## src/rtl/state_sequencer.sv

```systemverilog
// Next-state generator for the external 4-bit state register, with
// dwell counters, load-back check and illegal-code detection.
module state_sequencer #(
    parameter int ARM_CYCLES = 4,
    parameter int RUN_CYCLES = 8,
    parameter int HOLD_MAX   = 16,
    parameter int CNT_W      = 16
) (
    input  logic       clk,
    input  logic       reset,
    input  logic [3:0] current_state,
    input  logic       start,
    input  logic       stop,
    input  logic       pause,
    input  logic       resume,
    input  logic       fault,
    input  logic       ack,
    output logic [3:0] next_state,
    output logic       busy,
    output logic       done,
    output logic       fault_active,
    output logic       illegal_seen,
    output logic       mismatch
);

    localparam logic [3:0] S_IDLE  = 4'h0;
    localparam logic [3:0] S_ARM   = 4'h1;
    localparam logic [3:0] S_RUN   = 4'h2;
    localparam logic [3:0] S_HOLD  = 4'h3;
    localparam logic [3:0] S_DONE  = 4'h4;
    localparam logic [3:0] S_FAULT = 4'hF;

    localparam logic [CNT_W-1:0] ARM_LAST  = CNT_W'(ARM_CYCLES - 1);
    localparam logic [CNT_W-1:0] RUN_LAST  = CNT_W'(RUN_CYCLES - 1);
    localparam logic [CNT_W-1:0] HOLD_LAST = CNT_W'(HOLD_MAX - 1);

    logic [CNT_W-1:0] state_cnt;
    logic [CNT_W-1:0] run_cnt;
    logic [3:0]       exp_q;
    logic             valid_q;
    logic [3:0]       rule_next;

    logic is_idle, is_arm, is_run, is_hold, is_done, is_fault;
    logic illegal, load_err;

    assign is_idle  = (current_state == S_IDLE);
    assign is_arm   = (current_state == S_ARM);
    assign is_run   = (current_state == S_RUN);
    assign is_hold  = (current_state == S_HOLD);
    assign is_done  = (current_state == S_DONE);
    assign is_fault = (current_state == S_FAULT);

    assign illegal  = ~(is_idle | is_arm | is_run |
                        is_hold | is_done | is_fault);
    assign load_err = valid_q && (current_state != exp_q);

    // State register side: counters, issued-code shadow, sticky flags
    always_ff @(posedge clk or posedge reset) begin
        if (reset) begin
            state_cnt    <= '0;
            run_cnt      <= '0;
            exp_q        <= S_IDLE;
            valid_q      <= 1'b0;
            illegal_seen <= 1'b0;
            mismatch     <= 1'b0;
        end else begin
            exp_q   <= next_state;
            valid_q <= 1'b1;
            if (illegal)
                illegal_seen <= 1'b1;
            if (load_err)
                mismatch <= 1'b1;
            if (next_state != current_state)
                state_cnt <= '0;
            else if (~&state_cnt)
                state_cnt <= state_cnt + 1'b1;
            if (next_state == S_ARM)
                run_cnt <= '0;
            else if (is_run && next_state == S_RUN && ~&run_cnt)
                run_cnt <= run_cnt + 1'b1;
        end
    end

    always_comb begin
        rule_next = current_state;
        unique case (1'b1)
            is_idle: begin
                if (start)
                    rule_next = S_ARM;
            end
            is_arm: begin
                if (state_cnt == ARM_LAST)
                    rule_next = S_RUN;
            end
            is_run: begin
                if (pause)
                    rule_next = S_HOLD;
                else if (run_cnt == RUN_LAST)
                    rule_next = S_DONE;
            end
            is_hold: begin
                if (resume)
                    rule_next = S_RUN;
                else if (state_cnt == HOLD_LAST)
                    rule_next = S_FAULT;
            end
            is_done: begin
                if (ack)
                    rule_next = S_IDLE;
            end
            is_fault: begin
                if (ack && !fault)
                    rule_next = S_IDLE;
            end
            default: rule_next = S_FAULT;
        endcase
    end

    // Global overrides ahead of the per-state rule
    always_comb begin
        next_state = rule_next;
        if (reset)
            next_state = S_IDLE;
        else if (fault)
            next_state = S_FAULT;
        else if (illegal || load_err)
            next_state = S_FAULT;
        else if (stop && !is_fault)
            next_state = S_IDLE;
    end

    always_comb begin
        busy         = is_arm | is_run | is_hold;
        done         = is_done;
        fault_active = is_fault;
    end

endmodule

```

## config.mk

```make
export PLATFORM = sky130hd
export DESIGN_NAME = state_sequencer
export DESIGN_NICKNAME = d
export VERILOG_FILES = /design/src/rtl/state_sequencer.sv
export SDC_FILE = /design/constraint.sdc
export NUM_CORES = 1
export LEC_CHECK = 0
export CORE_MARGIN = 3
export CORE_UTILIZATION = 29
export CTS_BUF_LIST = sky130_fd_sc_hd__clkbuf_4 sky130_fd_sc_hd__clkbuf_8 sky130_fd_sc_hd__clkbuf_16
export CTS_CLUSTER_SIZE = 28
export DETAILED_ROUTE_END_ITERATION = 8
export GPL_ROUTABILITY_DRIVEN = 0
export PLACE_DENSITY = 0.54
export SYNTH_ARGS = -nofsm -noshare
export SYNTH_HDL_FRONTEND = slang
export SYNTH_SLANG_ARGS = --single-unit
```

## constraint.sdc

```tcl
create_clock -name clk -period 6.7 [get_ports clk]
set_clock_uncertainty 0.15 [all_clocks]
set_input_delay 1.675 -clock clk [delete_from_list [all_inputs] [get_ports clk]]
set_output_delay 1.675 -clock clk [all_outputs]
set_load 0.05 [all_outputs]
```

---- Word level (Yosys, flattened, before mapping) ----
Cells that the tools add are included.
storage, ports and cells
  register bits after elaboration ......... 39
  output and inout bits ................... 9
cells by class
  bitwise logic cells ..................... 8
  multiplexer cells ....................... 17
  $add $sub $neg .......................... 2
  equality and inequality tests ........... 13
  reductions and logical operators ........ 13
operators with widths
  kind                                                              number
  16-bit two-way mux                                                4
  4-bit two-way mux                                                 12
  16-bit by 1-bit adder with 16-bit output, second input constant   2
  16-bit AND reduction                                              2
  4-bit one-hot mux with 6 select lines                             1
  16-bit by 2-bit == test with 1-bit output, second input constant  1
  16-bit by 3-bit == test with 1-bit output, second input constant  1
  16-bit by 4-bit == test with 1-bit output, second input constant  1
  4-bit by 2-bit == test with 1-bit output, second input constant   3
  4-bit by 1-bit == test with 1-bit output, second input constant   2
  4-bit inequality test                                             2
  1-bit bitwise OR                                                  7
  1-bit logical AND                                                 5
  4-bit by 3-bit == test with 1-bit output, second input constant   1
  4-bit == test, second input constant                              1
  4-bit logical NOT                                                 1
  1-bit logical NOT                                                 3
  2-bit inequality test, second input constant                      1
  2-bit nonzero test                                                1
  1-bit logical OR                                                  1
  1-bit NOT                                                         1

---- Depth between registers and ports, before layout ----
  depth in word-level cells ............... 16
  gate-level depth with buffers ........... 8

---- Worst setup path after synthesis ----
OpenSTA, ideal clock, no wires.
  kind .................................... input to output
  from .................................... in reset
  to ...................................... out next_state[1]
  data arrival time ....................... 3355 ps
  setup slack ............................. 1520 ps
  stages on the path ...................... 3
  required time ........................... 4875 ps
  buffers on the path ..................... 1
  path through ............................ clkbuf_1 inv_1 o31a_1
between the ends
  cells in the longest elaborated chain, start to end .. 1
ends and longest elaborated chain
  element            RTL line  source
  from (decl)        10        input logic reset,
  4-bit two-way mux  122       if (reset)
  to (decl)          18        output logic [3:0] next_state,
No other way between the ends.

---- Worst setup path in the final report ----
  from .................................... in current_state[1]
  to ...................................... out next_state[0]
between the ends
  cells in the longest elaborated chain, start to end .. 11
  elaborated cells between the ends (all ways) .. 22
  those cells by class .................... eq/ne: 6; mux: 5; bitwise: 6; reduce/logical: 5
ends and longest elaborated chain
  element                                                                        RTL line  source
  from (decl)                                                                    11        input logic [3:0] current_state,
  4-bit by 1-bit == test with 1-bit output or 4-bit logical NOT (tied branches)  47, 46
  1-bit bitwise OR (3 in series)                                                 53        assign illegal = ~(is_idle | is_arm | is_run |
  1-bit bitwise OR (2 in series)                                                 54        is_hold | is_done | is_fault);
  1-bit NOT                                                                      53
  1-bit logical OR                                                               126       else if (illegal || load_err)
  4-bit two-way mux *                                                            126
  4-bit two-way mux *                                                            124       else if (fault)
  4-bit two-way mux *                                                            122
Mark *: on every way between the ends. The rest lies on a longest branch, timed or not.

==> results.md <==
* Status: finished clean
* Area of the multi-input gates at 1550 µm²
* Root buf cell: clkbuf_8
* Clk_lat worst skew at 0.29 ns
* Initial DRC Count at 130
* Slew headroom at 0.483
* Total gr overflow at 0
* WL/cell at 16.3 µm
* GR peak layer: met2
* Grt met2 use at 0.220
* Die H at 102 µm
* DR vias/cell at 5.68
* Met1 usage at 0.213
* Nets@finish at 332
* Cts hold-fix bufs at 0
* CP Class: in2out
* Drt first pass iters at 5
* Starting Density at 0.301
* Post-synthesis register bit count at 39
* Mean Syn Cell Area at 8.83 µm²
* Setup crit start kind: input pin
* CTS max path bufs at 2
* Layout area overhead at 15.1%
* CTS Buf Count at 5
* Share of cells above drive strength 1 at 0.0846
* Worst Hold Class: reg2reg
* Worst Setup Slack, final at 0.395 ns
* Met3 Use GR at 0.0227
* Crit path largest cell delay at 0.78 ns
* Final setup fails at 0
* Setup TNS at 0 ns
* Slew Viols, Final at 0
* Max Cap Violations at 0
* Slowest library cell on the worst path: clkdlybuf4s50_1
* VDD IR max at 0.0690 mV
* Reg area at 976 µm²
* Routed Antenna Nets at 0
* Number of fill cells in the layout at 925
* Core Rows at 34
* Slew @ Worst Pin at 0.771 ns
* Crit path max fanout at 14
* Max Clock Freq at 0.159 GHz
* Reg clk slew, reported paths at 0.08 ns
* Top FF cell, synth: dfrtp_1
* Core footprint at 8810 µm²
* Cell area power density at 179 nW/µm²
* Sum of buffers and inverters on the critical path at 2
* Synth Instances at 300
* Antenna cells at 0
* CTS tree: done
* DP HPWL at 4.94 mm
* Syn_nets at 314
* Fin. Hold Viols at 0
* Post-route minimum period at 6.30 ns
* Yosys warns at 0
* Synth cell types at 62
* Setup crit end kind: output pin
* Via Count at 2426
* Ys async rst share at 1.00
* Io pins at 21
* CP Data Required Time at 4.88 ns
* Top cell by count, worst path: clkdlybuf4s50_1
* Setup Slack @ Placement at 0.401 ns
* Largest net degree at the start of global routing at 44
* Worst path top cell family by delay: buffers and inverters
* Arr. time, crit path at 4.48 ns
* Synth Cell Area at 2650 µm²
* Clk sinks at 39
* Period utilization at 0.941
* Setup bufs post-CTS at 0
* P_leak at 1.18 nW
* All-Layer GR Usage at 0.143
* Flop2flop setup slack at 3.70 ns
* Initial antenna violation count at 0
* IO Port Bufs at 20
* Crit-path cells: clkdlybuf4s50_1 > mux2_1 > a22o_1 > a311o_1 > a21oi_1 > nor2_1 > clkdlybuf4s50_1
* DIE AREA at 10300 µm²
* Vias in the first global route at 2396
* First-pass GRT wire length at 12.0 mm
* RSZ-0062 raised after global routing: no
* H-Tree Level Count at 2
* DRC violations left at 0
* Post-synthesis sequential area ratio at 0.368
* Final WL at 6.95 mm
* Post-synth EDFFs at 0
* Die width at 102 µm
* Post_cts resized at 0
per-layer routing:
metal	wire [µm]	vias to the layer above
li1	-	1185
met1	3550	1181
met2	3050	56
met3	303	4
met4	47	0
met5	0	-
sequential cells by signal (all words and copies together) (netlist names):
register      count
valid_q           1
illegal_seen      1
run_cnt          16
state_cnt        16
mismatch          1
exp_q             4
synthesized netlist by cell type, drive strengths merged, types with 2 or more instances:
cell	instances	area share
inv	15	0.021
and4	7	0.023
ha	2	0.0094
or2	2	0.0047
nor3	8	0.015
dfrtp	39	0.37
nor2b	2	0.0047
o2111ai	3	0.0099
o311ai	2	0.0066
xor2	11	0.036
buf	9	0.018
o31a	3	0.0099
and2	2	0.0047
a31oi	12	0.031
nor4	9	0.028
or4	2	0.0057
nand2b	5	0.012
o21ai	9	0.018
a21boi	2	0.0057
o221ai	2	0.0066
a21oi	14	0.026
xnor2	6	0.023
o31ai	6	0.017
and3	7	0.017
nor3b	4	0.011
nand3	26	0.051
nand4	14	0.039
clkbuf	6	0.0085
nor2	24	0.034
or3	4	0.0094
a41oi	5	0.019
o211ai	6	0.017
nand2	13	0.018
mux2	2	0.0085
logic make-up (layout without fill, tap and decap cells):
kind of cell,Yosys count,in the layout,synth area share
other,1,1,0.00142
adders and majority gates,2,2,0.00944
buffers and inverters,30,49,0.0477
xor gates and xnor gates,17,17,0.0590
DFF,39,39,0.368
AOI/OAI and AO/OA,76,76,0.214
muxes,3,3,0.0123
and+or+nand+nor,132,132,0.288
through the flow:
| stage | hold slack (ns) | total power [W] | area [µm²] | instances | util |
|---|---|---|---|---|---|
| after floorplan | 0.331 | 0.000347 | 2650 | 300 | - |
| after global placement | 0.300 | 0.000383 | 2960 | 419 | 0.336 |
| after detailed placement | 0.303 | 0.000384 | 2960 | 419 | 0.336 |
| after CTS | 0.322 | 0.000554 | 3050 | 427 | 0.346 |
| after global routing | 0.349 | 0.000575 | 3050 | 427 | 0.346 |
| final | 0.319 | 0.000546 | 3050 | 427 | 0.346 |
report_power, final:
group	leakage [nW]	switching [W]	internal, W
registers	0.513	0.0000221	0.000251
logic	0.622	0.0000652	0.0000410
clock network	0.0491	0.0000851	0.0000813
cells in the final DEF (no fill, tap or decap), types with 7 or more instances in the layout:
| master | instances |
|---|---|
| dfrtp_1 | 39 |
| nand3_1 | 25 |
| nor2_1 | 24 |
| clkdlybuf4s50_1 | 20 |
| inv_1 | 14 |
| a21oi_1 | 14 |
| nand4_1 | 13 |
| nand2_1 | 13 |
| xor2_1 | 11 |
| a31oi_1 | 11 |
| nor3_1 | 8 |
| and4_1 | 7 |
| and3_1 | 7 |
final cells by class:
| cell class | count | area share |
|---|---|---|
| well taps | 108 | 0.0443 |
| repair buffers | 26 | 0.0804 |
| inverters | 15 | 0.0185 |
| multi-input cells | 231 | 0.508 |
| flip-flops and latches | 39 | 0.320 |
| clock inverters | 1 | 0.00164 |
| clock buffers | 7 | 0.0275 |
final timing paths:
path                             startpoint            end  depth (start not counted)
setup reg to reg               state_cnt[0]     run_cnt[9]                          7
setup / recovery           current_state[1]  next_state[0]                          7
min in group asynchronous             reset       exp_q[0]                          3
hold / removal                     mismatch       mismatch                          1
max in group asynchronous             reset     run_cnt[5]                          3
hold reg to reg                    mismatch       mismatch                          1
worst register-to-register path, stage by stage (launching register included):
cell and delay (ns):
dfrtp_1 0.39, ha_1 0.28, nor3b_1 0.29, a41oi_1 0.26, a31oi_2 0.41, nand4_1 0.49
o41a_1 0.49, a31oi_1 0.16
Power figures use the tool's default switching activity.
